[config.mk]
export PLATFORM = sky130hd
export DESIGN_NAME = clock_ui_io_flat
export DESIGN_NICKNAME = d
export VERILOG_FILES = /design/src/rtl/clock_ui_io_if.sv /design/src/rtl/clock_ui_io.sv /design/src/flat_wrapper.sv
export SDC_FILE = /design/constraint.sdc
export NUM_CORES = 1
export LEC_CHECK = 0
export ABC_CLOCK_PERIOD_IN_PS = 1900
export CAP_MARGIN = 10
export CORE_MARGIN = 2
export CORE_UTILIZATION = 30
export DETAILED_ROUTE_END_ITERATION = 8
export GPL_ROUTABILITY_DRIVEN = 0
export PLACE_DENSITY = 0.6
export SYNTH_ARGS = -nofsm -noshare
export SYNTH_HDL_FRONTEND = slang
export SYNTH_SLANG_ARGS = --single-unit
[constraint.sdc]
create_clock -name clk -period 1.9 [get_ports clk]
set_input_delay 0.475 -clock clk [delete_from_list [all_inputs] [get_ports clk]]
set_output_delay 0.475 -clock clk [all_outputs]
set_load 0.02 [all_outputs]
[src/rtl/clock_ui_io_if.sv]
`default_nettype none
// ============================================================================
// Module      : clock_ui_io_if
// Description : Pin/control-side bundle for the clock user-interface I/O block
// Revision    : 1.0 - initial release
// ============================================================================
interface clock_ui_io_if;
    logic        set_button_raw;
    logic        beep_button_raw;
    logic        add_button_raw;
    logic        square_wave;
    logic        beep_match;
    logic        flash_hour;
    logic        flash_minute;
    logic        flash_second;
    logic [47:0] seg_data_in;
    logic        set_pulse;
    logic        add_pulse;
    logic        beep_enabled;
    logic        beep_port;
    logic [47:0] seg_data_out;

    modport master (
        output set_button_raw, beep_button_raw, add_button_raw,
        output square_wave, beep_match,
        output flash_hour, flash_minute, flash_second, seg_data_in,
        input  set_pulse, add_pulse, beep_enabled, beep_port, seg_data_out
    );

    modport slave (
        input  set_button_raw, beep_button_raw, add_button_raw,
        input  square_wave, beep_match,
        input  flash_hour, flash_minute, flash_second, seg_data_in,
        output set_pulse, add_pulse, beep_enabled, beep_port, seg_data_out
    );
endinterface
`default_nettype wire

[src/rtl/clock_ui_io.sv]
`default_nettype none
// ============================================================================
// Module      : clock_ui_io
// Description : Button debounce, alarm enable/buzzer burst and digit blinking
// Revision    : 1.0 - initial release
// ============================================================================
module clock_ui_io #(
    parameter int         DEBOUNCE_CYCLES = 500_000,
    parameter int         BEEP_EDGES      = 60,
    parameter logic [7:0] BLANK_CODE      = 8'hFF
) (
    input wire           clk,
    input wire           rst,
    clock_ui_io_if.slave ui
);

    localparam int c_DB_CNT_W = (DEBOUNCE_CYCLES > 1) ? $clog2(DEBOUNCE_CYCLES) : 1;
    localparam logic [c_DB_CNT_W-1:0] c_DB_LAST = c_DB_CNT_W'(DEBOUNCE_CYCLES - 1);
    localparam int c_EDGE_W = $clog2(BEEP_EDGES + 1);
    localparam logic [c_EDGE_W-1:0] c_EDGE_LAST = c_EDGE_W'(BEEP_EDGES - 1);
    localparam int c_NUM_BTN  = 3;
    localparam int c_BTN_SET  = 0;
    localparam int c_BTN_BEEP = 1;
    localparam int c_BTN_ADD  = 2;
    localparam int c_NUM_DIG  = 6;

    logic [c_NUM_BTN-1:0] w_btn_raw;
    logic [c_NUM_BTN-1:0] w_btn_pulse;

    assign w_btn_raw = {ui.add_button_raw, ui.beep_button_raw, ui.set_button_raw};

    // Buttons are active-low, so an accepted release is a 0->1 move of the stable level.
    generate
        for (genvar g = 0; g < c_NUM_BTN; g++) begin : g_debounce
            logic                  r_sync_meta;
            logic                  r_sync;
            logic                  r_stable;
            logic                  r_stable_d;
            logic                  r_pulse;
            logic [c_DB_CNT_W-1:0] r_cnt;

            always_ff @(posedge clk) begin
                if (rst) begin
                    r_sync_meta <= 1'b1;
                    r_sync      <= 1'b1;
                    r_stable    <= 1'b1;
                    r_stable_d  <= 1'b1;
                    r_pulse     <= 1'b0;
                    r_cnt       <= '0;
                end else begin
                    r_sync_meta <= w_btn_raw[g];
                    r_sync      <= r_sync_meta;
                    r_stable_d  <= r_stable;
                    r_pulse     <= r_stable & ~r_stable_d;
                    if (r_sync != r_stable) begin
                        if (r_cnt == c_DB_LAST) begin
                            r_stable <= r_sync;
                            r_cnt    <= '0;
                        end else begin
                            r_cnt <= r_cnt + 1'b1;
                        end
                    end else begin
                        r_cnt <= '0;
                    end
                end
            end

            assign w_btn_pulse[g] = r_pulse;
        end
    endgenerate

    logic                r_beep_enabled;
    logic                r_sq_d;
    logic                r_match_d;
    logic                r_active;
    logic [c_EDGE_W-1:0] r_edge_cnt;
    logic                r_beep_port;
    logic                w_sq_rise;
    logic                w_match_rise;

    assign w_sq_rise    = ui.square_wave & ~r_sq_d;
    assign w_match_rise = ui.beep_match & ~r_match_d;

    always_ff @(posedge clk) begin
        if (rst) begin
            r_beep_enabled <= 1'b0;
            r_sq_d         <= 1'b0;
            r_match_d      <= 1'b0;
            r_active       <= 1'b0;
            r_edge_cnt     <= '0;
            r_beep_port    <= 1'b0;
        end else begin
            r_sq_d      <= ui.square_wave;
            r_match_d   <= ui.beep_match;
            r_beep_port <= r_active & ui.square_wave;
            if (w_btn_pulse[c_BTN_BEEP]) begin
                r_beep_enabled <= ~r_beep_enabled;
            end
            // Disable wins over a fresh match edge; a new edge mid-burst restarts the count.
            if (!r_beep_enabled) begin
                r_active <= 1'b0;
            end else if (w_match_rise) begin
                r_active   <= 1'b1;
                r_edge_cnt <= '0;
            end else if (r_active && w_sq_rise) begin
                if (r_edge_cnt == c_EDGE_LAST) begin
                    r_active   <= 1'b0;
                    r_edge_cnt <= '0;
                end else begin
                    r_edge_cnt <= r_edge_cnt + 1'b1;
                end
            end
        end
    end

    logic [47:0] w_seg_next;
    logic [47:0] r_seg;

    // Digit 0 sits in the top byte; pairs (0,1),(2,3),(4,5) map to hour/minute/second.
    generate
        for (genvar d = 0; d < c_NUM_DIG; d++) begin : g_flash
            logic w_grp_flash;
            if (d < 2) begin : g_hour
                assign w_grp_flash = ui.flash_hour;
            end else if (d < 4) begin : g_minute
                assign w_grp_flash = ui.flash_minute;
            end else begin : g_second
                assign w_grp_flash = ui.flash_second;
            end
            assign w_seg_next[47-8*d -: 8] = (w_grp_flash && !ui.square_wave)
                                           ? BLANK_CODE : ui.seg_data_in[47-8*d -: 8];
        end
    endgenerate

    always_ff @(posedge clk) begin
        if (rst) begin
            r_seg <= {c_NUM_DIG{BLANK_CODE}};
        end else begin
            r_seg <= w_seg_next;
        end
    end

    assign ui.set_pulse    = w_btn_pulse[c_BTN_SET];
    assign ui.add_pulse    = w_btn_pulse[c_BTN_ADD];
    assign ui.beep_enabled = r_beep_enabled;
    assign ui.beep_port    = r_beep_port;
    assign ui.seg_data_out = r_seg;

endmodule
`default_nettype wire

[src/flat_wrapper.sv]
// flat-port wrapper written by rule: the top's interface ports become plain ports
module clock_ui_io_flat 
#(
    parameter int         DEBOUNCE_CYCLES = 500_000,
    parameter int         BEEP_EDGES      = 60,
    parameter logic [7:0] BLANK_CODE      = 8'hFF
)
  (clk, rst, ui_set_button_raw, ui_beep_button_raw, ui_add_button_raw, ui_square_wave, ui_beep_match, ui_flash_hour, ui_flash_minute, ui_flash_second, ui_seg_data_in, ui_set_pulse, ui_add_pulse, ui_beep_enabled, ui_beep_port, ui_seg_data_out);
  clock_ui_io_if ui_i ();
  input wire clk;
  input wire rst;
  input wire logic [$bits(ui_i.set_button_raw)-1:0] ui_set_button_raw;
  input wire logic [$bits(ui_i.beep_button_raw)-1:0] ui_beep_button_raw;
  input wire logic [$bits(ui_i.add_button_raw)-1:0] ui_add_button_raw;
  input wire logic [$bits(ui_i.square_wave)-1:0] ui_square_wave;
  input wire logic [$bits(ui_i.beep_match)-1:0] ui_beep_match;
  input wire logic [$bits(ui_i.flash_hour)-1:0] ui_flash_hour;
  input wire logic [$bits(ui_i.flash_minute)-1:0] ui_flash_minute;
  input wire logic [$bits(ui_i.flash_second)-1:0] ui_flash_second;
  input wire logic [$bits(ui_i.seg_data_in)-1:0] ui_seg_data_in;
  output wire logic [$bits(ui_i.set_pulse)-1:0] ui_set_pulse;
  output wire logic [$bits(ui_i.add_pulse)-1:0] ui_add_pulse;
  output wire logic [$bits(ui_i.beep_enabled)-1:0] ui_beep_enabled;
  output wire logic [$bits(ui_i.beep_port)-1:0] ui_beep_port;
  output wire logic [$bits(ui_i.seg_data_out)-1:0] ui_seg_data_out;
  assign ui_i.set_button_raw = ui_set_button_raw;
  assign ui_i.beep_button_raw = ui_beep_button_raw;
  assign ui_i.add_button_raw = ui_add_button_raw;
  assign ui_i.square_wave = ui_square_wave;
  assign ui_i.beep_match = ui_beep_match;
  assign ui_i.flash_hour = ui_flash_hour;
  assign ui_i.flash_minute = ui_flash_minute;
  assign ui_i.flash_second = ui_flash_second;
  assign ui_i.seg_data_in = ui_seg_data_in;
  assign ui_set_pulse = ui_i.set_pulse;
  assign ui_add_pulse = ui_i.add_pulse;
  assign ui_beep_enabled = ui_i.beep_enabled;
  assign ui_beep_port = ui_i.beep_port;
  assign ui_seg_data_out = ui_i.seg_data_out;
  clock_ui_io #(.DEBOUNCE_CYCLES(DEBOUNCE_CYCLES), .BEEP_EDGES(BEEP_EDGES), .BLANK_CODE(BLANK_CODE)) u_core (.clk(clk), .rst(rst), .ui(ui_i));
endmodule
# Yosys cells after proc, flatten, opt, wreduce, memory -nomap -nowiden
# Index checks and enable logic that the tools add are counted.
# totals
wordCells,78
ff_bits,131
output_inout_bits,52
input_bits,58
# op_classes
bitwise_logic,15
n_eq_ne,7
n_mux,6
reduce_logical,19
addsub,4
# op_table
op,n
"19-bit by 1-bit adder with 19-bit output, second input constant",3
"19-bit == test, second input constant",3
6-bit 2-to-1 mux,3
2-bit AND reduction,5
1-bit NOT,9
3-bit OR reduction,3
2-bit OR reduction,4
"6-bit by 1-bit adder with 6-bit output, second input constant",1
1-bit AND,6
"6-bit == test, second input constant",1
1-bit logical AND,4
2-bit nonzero test,2
1-bit 2-to-1 mux,3
1-bit inequality test,3
1-bit zero test,1

# Logic depth before layout (Yosys ltp)
# Gate-level depths: netlist (run 1).
# depth
word_depth,5
depth_mapped,6
mapped_depth_nobuf,5

# Worst setup path after synthesis (run 1)
# OpenSTA, ideal clock, no wires.
# synth_path
kind,reg2reg
start,reg u_core.g_debounce[2].r_cnt[0]
end,reg u_core.g_debounce[2].r_cnt[10]
slack_ns,0.040
setup_ns,0.117
path_buffers,1
synth_period_minus_slack_ns,1.860
stages_incl_launch_ff,7
required_ns,1.783
arrival_time_ns,1.743
path_cell_list,dfxtp_1 -> ha_1 -> and4_1 -> nand4_1 -> o31ai_2 -> buf_2 -> nor2_1
# synth_between
elab_chain_cells,2
elab_cells_between_ends,3
# synth_rtl
item,line,text
from (decl),clock_ui_io.sv:40,logic [c_DB_CNT_W-1:0] r_cnt;
from (signal assigned),clock_ui_io.sv:60,r_cnt <= r_cnt + 1'b1;
"parallel branches: the longest is 2 deep, another holds 19-bit by 1-bit adder with 19-bit output",n/a,
# Parallel ways; which one is timed is not known.
# A chain may end at the register's enable or synchronous reset.

# Worst setup path after layout (run 1)
# layout_path
start,reg u_core.r_beep_enabled (netlist: u_core.ui.beep_enabled)
end,out ui_beep_enabled
# layout_rtl
item,line,text
from (decl),clock_ui_io.sv:72,logic r_beep_enabled;
from (signal assigned),clock_ui_io.sv:97,r_beep_enabled <= ~r_beep_enabled;
to (decl),flat_wrapper.sv:23,output wire logic [$bits(ui_i.beep_enabled)-1:0] ui_beep_enabled;
# No word-level cell between the ends.

==> results of run 1 <==
## Yosys cell counts
cell	count	area, sq um
a21oi_1	19	95.1
and2_1	3	18.8
and3_1	6	37.5
and3b_1	1	8.76
and4_1	5	43.8
and4b_1	2	20.0
buf_2	2	10.0
buf_4	2	15.0
clkbuf_1	10	37.5
dfxtp_1	131	2620
ha_1	4	50.1
inv_1	10	37.5
mux2i_1	3	30.0
nand2_1	17	63.8
nand2b_1	50	313
nand3_1	22	110
nand3b_1	2	15.0
nand4_1	18	113
nand4_2	2	25.0
nand4b_1	4	35.0
nor2_1	59	221
nor2b_1	3	18.8
nor3_1	8	40.0
nor3b_1	4	30.0
nor4_1	11	68.8
nor4_2	2	25.0
nor4b_1	4	35.0
o211ai_1	2	15.0
o21a_1	1	7.51
o21ai_0	6	30.0
o21ai_1	1	5.00
o21ai_4	1	16.3
o21ba_1	1	10.0
o21bai_1	2	15.0
o31ai_1	4	30.0
o31ai_2	1	12.5
or2_2	8	50.1
or3_1	7	43.8
or4_1	9	67.6
or4b_1	2	20.0
or4b_2	1	10.0
xnor2_1	25	219
xor2_1	22	193
## state kept, by name, summed over array words and instances, names as in the netlist, 3 cells and up
name                           count
u_core.ui.seg_data_out            48
u_core.g_debounce.r_cnt           57
u_core.g_debounce.r_stable_d       3
u_core.g_debounce.r_stable         3
u_core.g_debounce.r_sync_meta      3
u_core.g_debounce.r_sync           3
u_core.r_edge_cnt                  6
## logic make-up after synthesis
kind of cell / Yosys count / synth area share [%]
compound gates: 38 / 4.84
xor+xnor: 47 / 8.43
fa+ha+maj: 4 / 1.02
buf+inv: 24 / 2.05
flops: 131 / 53.7
mux: 3 / 0.615
simple gates: 250 / 29.4
## through the flow
stage | power [uW] | worst slack [ps] | TNS (ps)
5_1_grt | 6400 | -4.40 | -5.33
3_5_place_dp | 3310 | -51.7 | -114
3_3_place_gp | 3300 | -17.1 | -17.1
6_report | 6160 | 60.8 | 0
4_1_cts | 6250 | 15.0 | 0
2_1_floorplan | 3040 | 40.0 | 0
## path summary, 6_finish.rpt
path / from / to / slack, ps / depth (start not counted)
worst min-delay path: u_core.g_debounce[1].r_stable_d$_SDFF_PP1_ / u_core.g_debounce[1].r_pulse$_SDFF_PP0_ / 400 / 1
worst min register to register: u_core.g_debounce[1].r_stable_d$_SDFF_PP1_ / u_core.g_debounce[1].r_pulse$_SDFF_PP0_ / 400 / 1
worst max register to register: u_core.g_debounce[0].r_cnt[7]$_SDFF_PP0_ / u_core.g_debounce[0].r_stable$_SDFFE_PP1P_ / 90 / 4
worst max-delay path: u_core.ui.beep_enabled$_SDFFE_PP0P_ / ui_beep_enabled / 60 / 1
## layout make-up
type,count,area [sq um]
fillers,1526,8900
flip-flops and latches,131,2620
multi-input cells,342,2170
repair buffers,139,1350
clock buffers,24,472
well taps,216,270
clock inverters,5,55.1
inverters,10,37.5
## power by group
group / internal (uW) / switching (uW)
logic: 247 / 167
registers: 2810 / 17.5
clock network: 1840 / 1070
total: 4900 / 1260
## per-layer routing
metal	routed length [microns]	track usage (%)	part of all wire, %
met1	4710	15.2	43
met2	5620	22.9	51
met3	463	4.05	4.2
met4	143	4.83	1.3
met5	0	0	0
## cell usage in the layout (no fill, tap or decap), types with 9 or more instances in the layout
| cell type | count |
|---|---|
| nand2b_1 | 50 |
| xnor2_1 | 25 |
| clkbuf_16 | 17 |
| inv_1 | 10 |
| nor4_1 | 10 |
| buf_4 | 27 |
| dfxtp_1 | 130 |
| xor2_1 | 22 |
| nor2_1 | 59 |
| nand4_1 | 18 |
| a21oi_1 | 19 |
| nand2_1 | 17 |
| nand3_1 | 22 |
| or4_1 | 9 |
| clkdlybuf4s50_1 | 109 |
==> flow_metrics.py, run 1 <==
metrics = {
    "run_status": {
        "status": "finished, final reports clean",
    },
    "die": {
        "io_pins": 110,
        "chipWidth_microns": 132,
        "core-area_sq_um": 15900,
        "dieArea_sq_um": 17300,
        "core.rowCount": 46,
        "initial_core_util_pct": 30.7,
        "die_y_microns": 132,
    },
    "setup_path": {
        "path_delay_family": "buffers and inverters",
        "critPathCaptureType": "primary output",
        "cp-start-kind": "flip-flop",
        "path_cells": "clkdlybuf4s50_1",
        "cp_max_fo": 2,
        "path_buf_inv": 1,
        "cp_data_arrival_time_ps": 1360,
        "path_class": "reg2out",
        "cp.required_ps": 1420,
        "cp_slowest_cell": "clkdlybuf4s50_1",
        "critPathMaxStageDelay_ps": 620,
    },
    "grt": {
        "grt_pass1_vias": 3838,
        "grt_overflow": 0,
        "antenna_found_initial": 0,
        "grt_max_degree": 19,
        "track_usage_pct": 13.1,
        "grt_pass1_wl_mm": 18.5,
    },
    "timing": {
        "rsz0062_at_grt": "true",
        "fmax_mhz": 544,
        "finalHoldViolCount": 0,
        "maxSlewViolCount": 0,
        "worst-slew-pin-transition_ps": 383,
        "period_share_pct": 96.8,
        "holdWs_ps": 395,
        "max_slew_margin_pct": 74.2,
        "setup_viol": 0,
        "period_needed_ps": 1840,
        "finClkSkew_ps": 5.20,
    },
    "yosys": {
        "avgSynthCellArea_sq_um": 9.83,
        "yosysSeqAreaShare_pct": 53.7,
        "synth.distinct_cells": 43,
        "synth_cells": 497,
        "synth_seq_cells": 131,
        "synth_nets": 559,
        "yosys_warnings": 0,
        "syn_area_sq_um": 4880,
    },
    "clocking": {
        "cts_sinks": 131,
        "cts_hold_buf": 0,
        "cts_buffer_depth": 2,
        "post-cts-setup-buffer-count": 0,
        "cts_buffers": 17,
        "clockRootBuffer": "clkbuf_16",
        "clk_pin_slew_worst_paths_ps": 50,
        "clk_latency_ps": 400,
        "h-tree-depth": 4,
        "cts_resized": 0,
        "cts_tree": "built",
    },
    "cells_and_area": {
        "diodes": 0,
        "syn_to_final_growth_pct": 42.9,
        "final_cell_area_sq_um": 6980,
        "drive_above_1_share_pct": 10.9,
        "final_core_util_pct": 43.9,
        "final_nets": 703,
        "fin_cells": 867,
    },
    "placed_design": {
        "io_buffers": 109,
        "dp_cells": 838,
        "postPlaceCellArea_sq_um": 6450,
        "dp_hpwl_mm": 8.08,
    },
    "power": {
        "p_leak_uw": 0.00241,
        "power_density_nw_per_um2": 882,
        "peakVddDrop_mv": 0.663,
    },
    "routing": {
        "dr.first_iter.drc_count": 268,
        "viasPerCell": 4.54,
        "ant_nets": 0,
        "dr.pass1.iters": 5,
        "routed_wl_mm": 10.9,
        "drc": 0,
        "num_vias": 3932,
        "wl_per_cell_microns": 12.6,
    },
    "min_path": {
        "hold_path.class": "reg2reg",
    },
    "job": {
        "drv_cap": 0,
    },
}
(Power assumes the default switching activity.)
==> run 2: changes to the inputs <==
--- a/config.mk
+++ b/config.mk
@@ -11,6 +11,7 @@
 export CORE_UTILIZATION = 30
 export DETAILED_ROUTE_END_ITERATION = 8
 export GPL_ROUTABILITY_DRIVEN = 0
+export MAX_ROUTING_LAYER = met4
 export PLACE_DENSITY = 0.6
 export SYNTH_ARGS = -nofsm -noshare
 export SYNTH_HDL_FRONTEND = slang
==> run 2 against run 1 <==
Net effect: critical path type unchanged; wire length about the same; register-to-register slack about the same; largest power group unchanged; largest cell class unchanged; non-clock buffer count unchanged; clock skew about the same; critical path depth unchanged; maximum frequency decreased by 0.17%; highest routed layer unchanged; power about the same; via count about the same; combinational power about the same.
==> flow_metrics.py, run 2 (synthesis results as in run 1) <==
metrics = {
    "run_status": {
        "status": "finished, final reports clean",
    },
    "timing": {
        "maxSlewViolCount": 0,
        "max_slew_margin_pct": 74.2,
        "finalWorstSetupSlack_ps": 57.6,
        "setup_viol": 0,
        "period_needed_ps": 1840,
        "worst-slew-pin-transition_ps": 383,
        "finalHoldViolCount": 0,
        "rsz0062_at_grt": "true",
        "finClkSkew_ps": 5.13,
        "fmax_mhz": 543,
        "period_share_pct": 97.0,
    },
    "setup_path": {
        "cp_max_fo": 2,
        "cp-start-kind": "flip-flop",
        "cp_data_arrival_time_ps": 1370,
        "crit-reg2reg-capture": "u_core.g_debounce[0].r_stable$_SDFFE_PP1P_",
        "cp.required_ps": 1420,
        "path_class": "reg2out",
        "ff2ff_setup_slack_ps": 90,
        "rr_worst_depth": 4,
        "path_buf_inv": 1,
        "path_delay_family": "buffers and inverters",
        "cp_slowest_cell": "clkdlybuf4s50_1",
        "path_cells": "clkdlybuf4s50_1",
        "r2r-start": "u_core.g_debounce[0].r_cnt[7]$_SDFF_PP0_",
        "critPathCaptureType": "primary output",
        "critPathMaxStageDelay_ps": 620,
    },
    "cells_and_area": {
        "most-common-layout-cells": "130 x dfxtp_1, 109 x clkdlybuf4s50_1, 59 x nor2_1",
        "regMostFlops": "u_core.g_debounce.r_cnt",
        "largest_reg_flops": 57,
        "drive_above_1_share_pct": 10.9,
        "diodes": 0,
        "final_cell_area_sq_um": 6980,
        "final_core_util_pct": 43.9,
        "syn_to_final_growth_pct": 42.9,
        "final_nets": 703,
        "layout_commonest_cell": "dfxtp_1",
    },
    "routing": {
        "routed_wl_mm": 10.9,
        "drc": 0,
        "num_vias": 3929,
        "dr.pass1.iters": 4,
        "dr.first_iter.drc_count": 308,
        "wl_per_cell_microns": 12.6,
        "viasPerCell": 4.53,
        "ant_nets": 0,
    },
    "clocking": {
        "cts_tree": "built",
        "cts_buffers": 17,
        "cts_buffer_depth": 2,
        "clk_latency_ps": 410,
        "clk_pin_slew_worst_paths_ps": 50,
        "h-tree-depth": 4,
        "post-cts-setup-buffer-count": 0,
        "cts_resized": 0,
        "cts_sinks": 131,
        "clockRootBuffer": "clkbuf_16",
        "cts_hold_buf": 0,
    },
    "power": {
        "seq_power_share_pct": 46.0,
        "internal_power_uw": 4900,
        "p_leak_uw": 0.00241,
        "comb_power_share_pct": 6.7,
        "power_density_nw_per_um2": 883,
        "peakVddDrop_mv": 0.670,
        "p_sw_uw": 1260,
        "p_clk_share_pct": 47.3,
        "p_sw_share_pct": 20.5,
    },
    "min_path": {
        "holdCritStartpoint": "u_core.g_debounce[1].r_stable_d$_SDFF_PP1_",
        "hold_end": "u_core.g_debounce[1].r_pulse$_SDFF_PP0_",
        "hold_path.class": "reg2reg",
        "min_path_cells": 1,
    },
    "placed_design": {
        "io_buffers": 109,
        "postPlaceCellArea_sq_um": 6450,
        "post-place-ws_ps": -51.7,
        "dp_hpwl_mm": 8.08,
    },
    "grt": {
        "antenna_found_initial": 0,
        "grt_pass1_wl_mm": 18.5,
        "grt_max_degree": 19,
        "grt_overflow": 0,
        "grt_pass1_vias": 3839,
        "track_usage_pct": 13.5,
    },
    "die": {
        "io_pins": 110,
        "die_y_microns": 132,
        "dieArea_sq_um": 17300,
        "core.rowCount": 46,
        "initial_core_util_pct": 30.7,
        "core-area_sq_um": 15900,
        "chipWidth_microns": 132,
    },
    "job": {
        "drv_cap": 0,
    },
}
run 2: final cells by class:
| class | count | area (sq um) |
|---|---|---|
| clock buffer | 24 | 472 |
| clock inverter | 5 | 55.1 |
| fill | 1526 | 8900 |
| inverter | 10 | 37.5 |
| multi-input combinational | 342 | 2170 |
| sequential | 131 | 2620 |
| tap | 216 | 270 |
| timing repair buffer | 139 | 1350 |
run 2: worst max-delay path by stage:
stage                                                        start                                          to  slack, ps  cells past startpoint
final                          u_core.ui.beep_enabled$_SDFFE_PP0P_                             ui_beep_enabled         60                      1
after global routing      u_core.g_debounce[0].r_cnt[7]$_SDFF_PP0_  u_core.g_debounce[0].r_stable$_SDFFE_PP1P_         -4                      4
after global placement                              ui_square_wave           u_core.r_edge_cnt[5]$_SDFFE_PP0P_        -20                      5
after detailed placement                             ui_beep_match           u_core.r_edge_cnt[3]$_SDFFE_PP0P_        -50                      6
after CTS                      u_core.ui.beep_enabled$_SDFFE_PP0P_                             ui_beep_enabled         10                      1
after floorplan           u_core.g_debounce[2].r_cnt[0]$_SDFF_PP0_   u_core.g_debounce[2].r_cnt[10]$_SDFF_PP0_         40                      6
run 2: per-layer routing:
| metal | track usage, % | part of all wire (%) |
|---|---|---|
| met3 | 3.59 | 4.1 |
| met1 | 15.1 | 43 |
| met5 | - | 0 |
| met2 | 22.9 | 51 |
| met4 | 5.74 | 1.7 |
run 2: power groups by stage:
stage | Combinational (uW) | Clock, uW | Sequential [uW]
after floorplan | 83.2 | 0 | 2960
after global placement | 415 | 0 | 2890
after detailed placement | 417 | 0 | 2890
after CTS | 420 | 3000 | 2830
after global routing | 440 | 3130 | 2840
final | 414 | 2920 | 2830
run 2: through the flow:
| step | TNS (ps) | total power, uW | cells | hold slack (ps) |
|---|---|---|---|---|
| after global placement | -17.1 | 3300 | 838 | 378 |
| after detailed placement | -114 | 3310 | 838 | 387 |
| after global routing | -5.32 | 6400 | 867 | 405 |
| after CTS | 0 | 6250 | 867 | 397 |
| final | 0 | 6160 | 867 | 395 |
| after floorplan | 0 | 3040 | 497 | 372 |
==> run 3: changes to the inputs <==
--- a/config.mk
+++ b/config.mk
@@ -6,7 +6,6 @@
 export NUM_CORES = 1
 export LEC_CHECK = 0
 export ABC_CLOCK_PERIOD_IN_PS = 1900
-export CAP_MARGIN = 10
 export CORE_MARGIN = 2
 export CORE_UTILIZATION = 30
 export DETAILED_ROUTE_END_ITERATION = 8
@@ -16,3 +15,4 @@
 export SYNTH_ARGS = -nofsm -noshare
 export SYNTH_HDL_FRONTEND = slang
 export SYNTH_SLANG_ARGS = --single-unit
+export TNS_END_PERCENT = 50
==> constraint.sdc (replaced) <==
create_clock -name clk -period 1.9 [get_ports clk]
set_input_delay 0.38 -clock clk [delete_from_list [all_inputs] [get_ports clk]]
set_output_delay 0.38 -clock clk [all_outputs]
set_load 0.02 [all_outputs]
==> run 3 against run 2 <==
Net effect: global-route usage is 0.20 points lower; core utilization is 0.91 points higher; combinational power hardly changed; via count is 0.18% lower; sequential share of layout area is 0.78 points lower; non-clock buffer count is 2 higher; clock-buffer cell count is 2 lower; hold slack worse by 12 ps; critical path depth is 3 higher.
==> flow_metrics.py, run 3 (synthesis results as in run 1) <==
metrics = {
    "run_status": {
        "status": "finished, final reports clean",
    },
    "min_path": {
        "min_path_cells": 1,
        "holdCritStartpoint": "u_core.g_debounce[1].r_stable_d$_SDFF_PP1_",
        "hold_end": "u_core.g_debounce[1].r_pulse$_SDFF_PP0_",
        "hold_path.class": "reg2reg",
    },
    "clocking": {
        "cts_hold_buf": 0,
        "cts_tree": "built",
        "clk_latency_ps": 420,
        "post-cts-setup-buffer-count": 0,
        "cts_resized": 0,
        "clockRootBuffer": "clkbuf_16",
        "h-tree-depth": 4,
        "cts_buffer_depth": 2,
        "cts_sinks": 131,
        "cts_buffers": 17,
        "clk_pin_slew_worst_paths_ps": 60,
    },
    "setup_path": {
        "path_class": "reg2reg",
        "cp.required_ps": 2260,
        "rr_worst_depth": 4,
        "cp_max_fo": 5,
        "path_cells": "or4b_1, or4_1, nor4_2, o21ba_1",
        "cp_data_arrival_time_ps": 2150,
        "cp-start-kind": "flip-flop",
        "critPathCaptureType": "flip-flop",
        "critPathMaxStageDelay_ps": 490,
        "cp_slowest_cell": "or4b_1",
        "crit-reg2reg-capture": "u_core.g_debounce[0].r_stable$_SDFFE_PP1P_",
        "ff2ff_setup_slack_ps": 110,
        "r2r-start": "u_core.g_debounce[0].r_cnt[6]$_SDFF_PP0_",
    },
    "cells_and_area": {
        "most-common-layout-cells": "131 x dfxtp_1, 109 x clkdlybuf4s50_1, 59 x nor2_1",
        "regMostFlops": "u_core.g_debounce.r_cnt",
        "layout_commonest_cell": "dfxtp_1",
        "fin_cells": 872,
        "largest_reg_flops": 57,
        "syn_to_final_growth_pct": 45.9,
        "diodes": 0,
        "final_nets": 705,
        "drive_above_1_share_pct": 12.2,
    },
    "timing": {
        "maxSlewViolCount": 0,
        "worst-slew-pin-transition_ps": 408,
        "setup-tns-final_ps": 0,
        "finClkSkew_ps": 4.95,
        "setup_viol": 0,
        "period_share_pct": 94.2,
        "period_needed_ps": 1790,
        "rsz0062_at_grt": "false",
        "finalHoldViolCount": 0,
        "fmax_mhz": 559,
        "max_slew_margin_pct": 72.8,
    },
    "placed_design": {
        "io_buffers": 109,
        "dp_hpwl_mm": 8.01,
        "dp_cells": 840,
    },
    "routing": {
        "viasPerCell": 4.50,
        "wl_per_cell_microns": 12.4,
        "routed_wl_mm": 10.8,
        "ant_nets": 0,
        "drc": 0,
        "dr.pass1.iters": 5,
        "dr.first_iter.drc_count": 250,
        "num_vias": 3922,
    },
    "power": {
        "total_power_uw": 6960,
        "seq_power_share_pct": 40.7,
        "p_clk_share_pct": 53.4,
        "peakVddDrop_mv": 0.630,
        "p_leak_uw": 0.00248,
        "p_sw_uw": 1380,
        "comb_power_share_pct": 5.9,
        "power_density_nw_per_um2": 976,
        "p_sw_share_pct": 19.9,
        "internal_power_uw": 5570,
    },
    "die": {
        "die_y_microns": 132,
        "core-area_sq_um": 15900,
        "initial_core_util_pct": 30.7,
        "dieArea_sq_um": 17300,
        "chipWidth_microns": 132,
        "core.rowCount": 46,
        "io_pins": 110,
    },
    "job": {
        "drv_cap": 0,
    },
    "grt": {
        "antenna_found_initial": 0,
        "track_usage_pct": 13.3,
        "grt_pass1_vias": 3852,
        "grt_max_degree": 19,
        "grt_pass1_wl_mm": 18.1,
        "grt_overflow": 0,
    },
}
[run 3: stage by stage]
| stage | cell area (sq um) | util (%) | setup slack, ps | hold WS, ps |
|---|---|---|---|---|
| global placement | 6440 | 40.5 | 54.8 | 377 |
| finish | 7130 | 44.9 | 110 | 384 |
| CTS | 7120 | 44.8 | 74.7 | 389 |
| detailed placement | 6440 | 40.5 | 36.8 | 382 |
| floorplan | 4880 | - | 40.0 | 372 |
| global route | 7130 | 44.9 | 0.767 | 389 |
[run 3: layer usage]
layer | share of wire [%] | vias up | global-route usage [%]
li1 | - | 2009 | -
met1 | 44 | 1806 | 14.6
met2 | 50 | 83 | 21.6
met3 | 3.6 | 24 | 3.94
met4 | 2.8 | 0 | 7.85
met5 | 0 | - | -
[run 3: area by class of cell]
| type | count | area, sq um |
|---|---|---|
| Sequential cell | 131 | 2620 |
| Fill cell | 1521 | 8760 |
| Tap cell | 216 | 270 |
| Inverter | 10 | 37.5 |
| Clock buffer | 22 | 494 |
| Timing Repair Buffer | 141 | 1340 |
| Multi-Input combinational cell | 342 | 2160 |
| Clock inverter | 10 | 193 |
[run 3: power by group through the flow]
stage          Combinational, uW  Clock, uW  Sequential [uW]
2_1_floorplan               83.2          0             2960
3_3_place_gp                 411          0             2890
3_5_place_dp                 413          0             2890
4_1_cts                      415       3800             2830
5_1_grt                      438       3930             2830
6_report                     411       3720             2830
[run 3: worst max path at each step]
stage	from	to	cells after the start
after global routing	u_core.g_debounce[2].r_cnt[1]$_SDFF_PP0_	u_core.g_debounce[2].r_cnt[6]$_SDFF_PP0_	6
after detailed placement	ui_beep_match	u_core.r_edge_cnt[3]$_SDFFE_PP0P_	6
after CTS	u_core.g_debounce[2].r_cnt[1]$_SDFF_PP0_	u_core.g_debounce[2].r_cnt[6]$_SDFF_PP0_	6
after floorplan	u_core.g_debounce[2].r_cnt[0]$_SDFF_PP0_	u_core.g_debounce[2].r_cnt[10]$_SDFF_PP0_	6
final	u_core.g_debounce[0].r_cnt[6]$_SDFF_PP0_	u_core.g_debounce[0].r_stable$_SDFFE_PP1P_	4
after global placement	ui_beep_match	u_core.r_edge_cnt[5]$_SDFFE_PP0P_	5
[run 3: worst max-delay path, delay by kind of cell (launching register included)]
kind	cells	cell delay, ps
AO/OA/AOI/OAI	1	160
flip-flops	1	350
AND/OR/NAND/NOR	3	1220
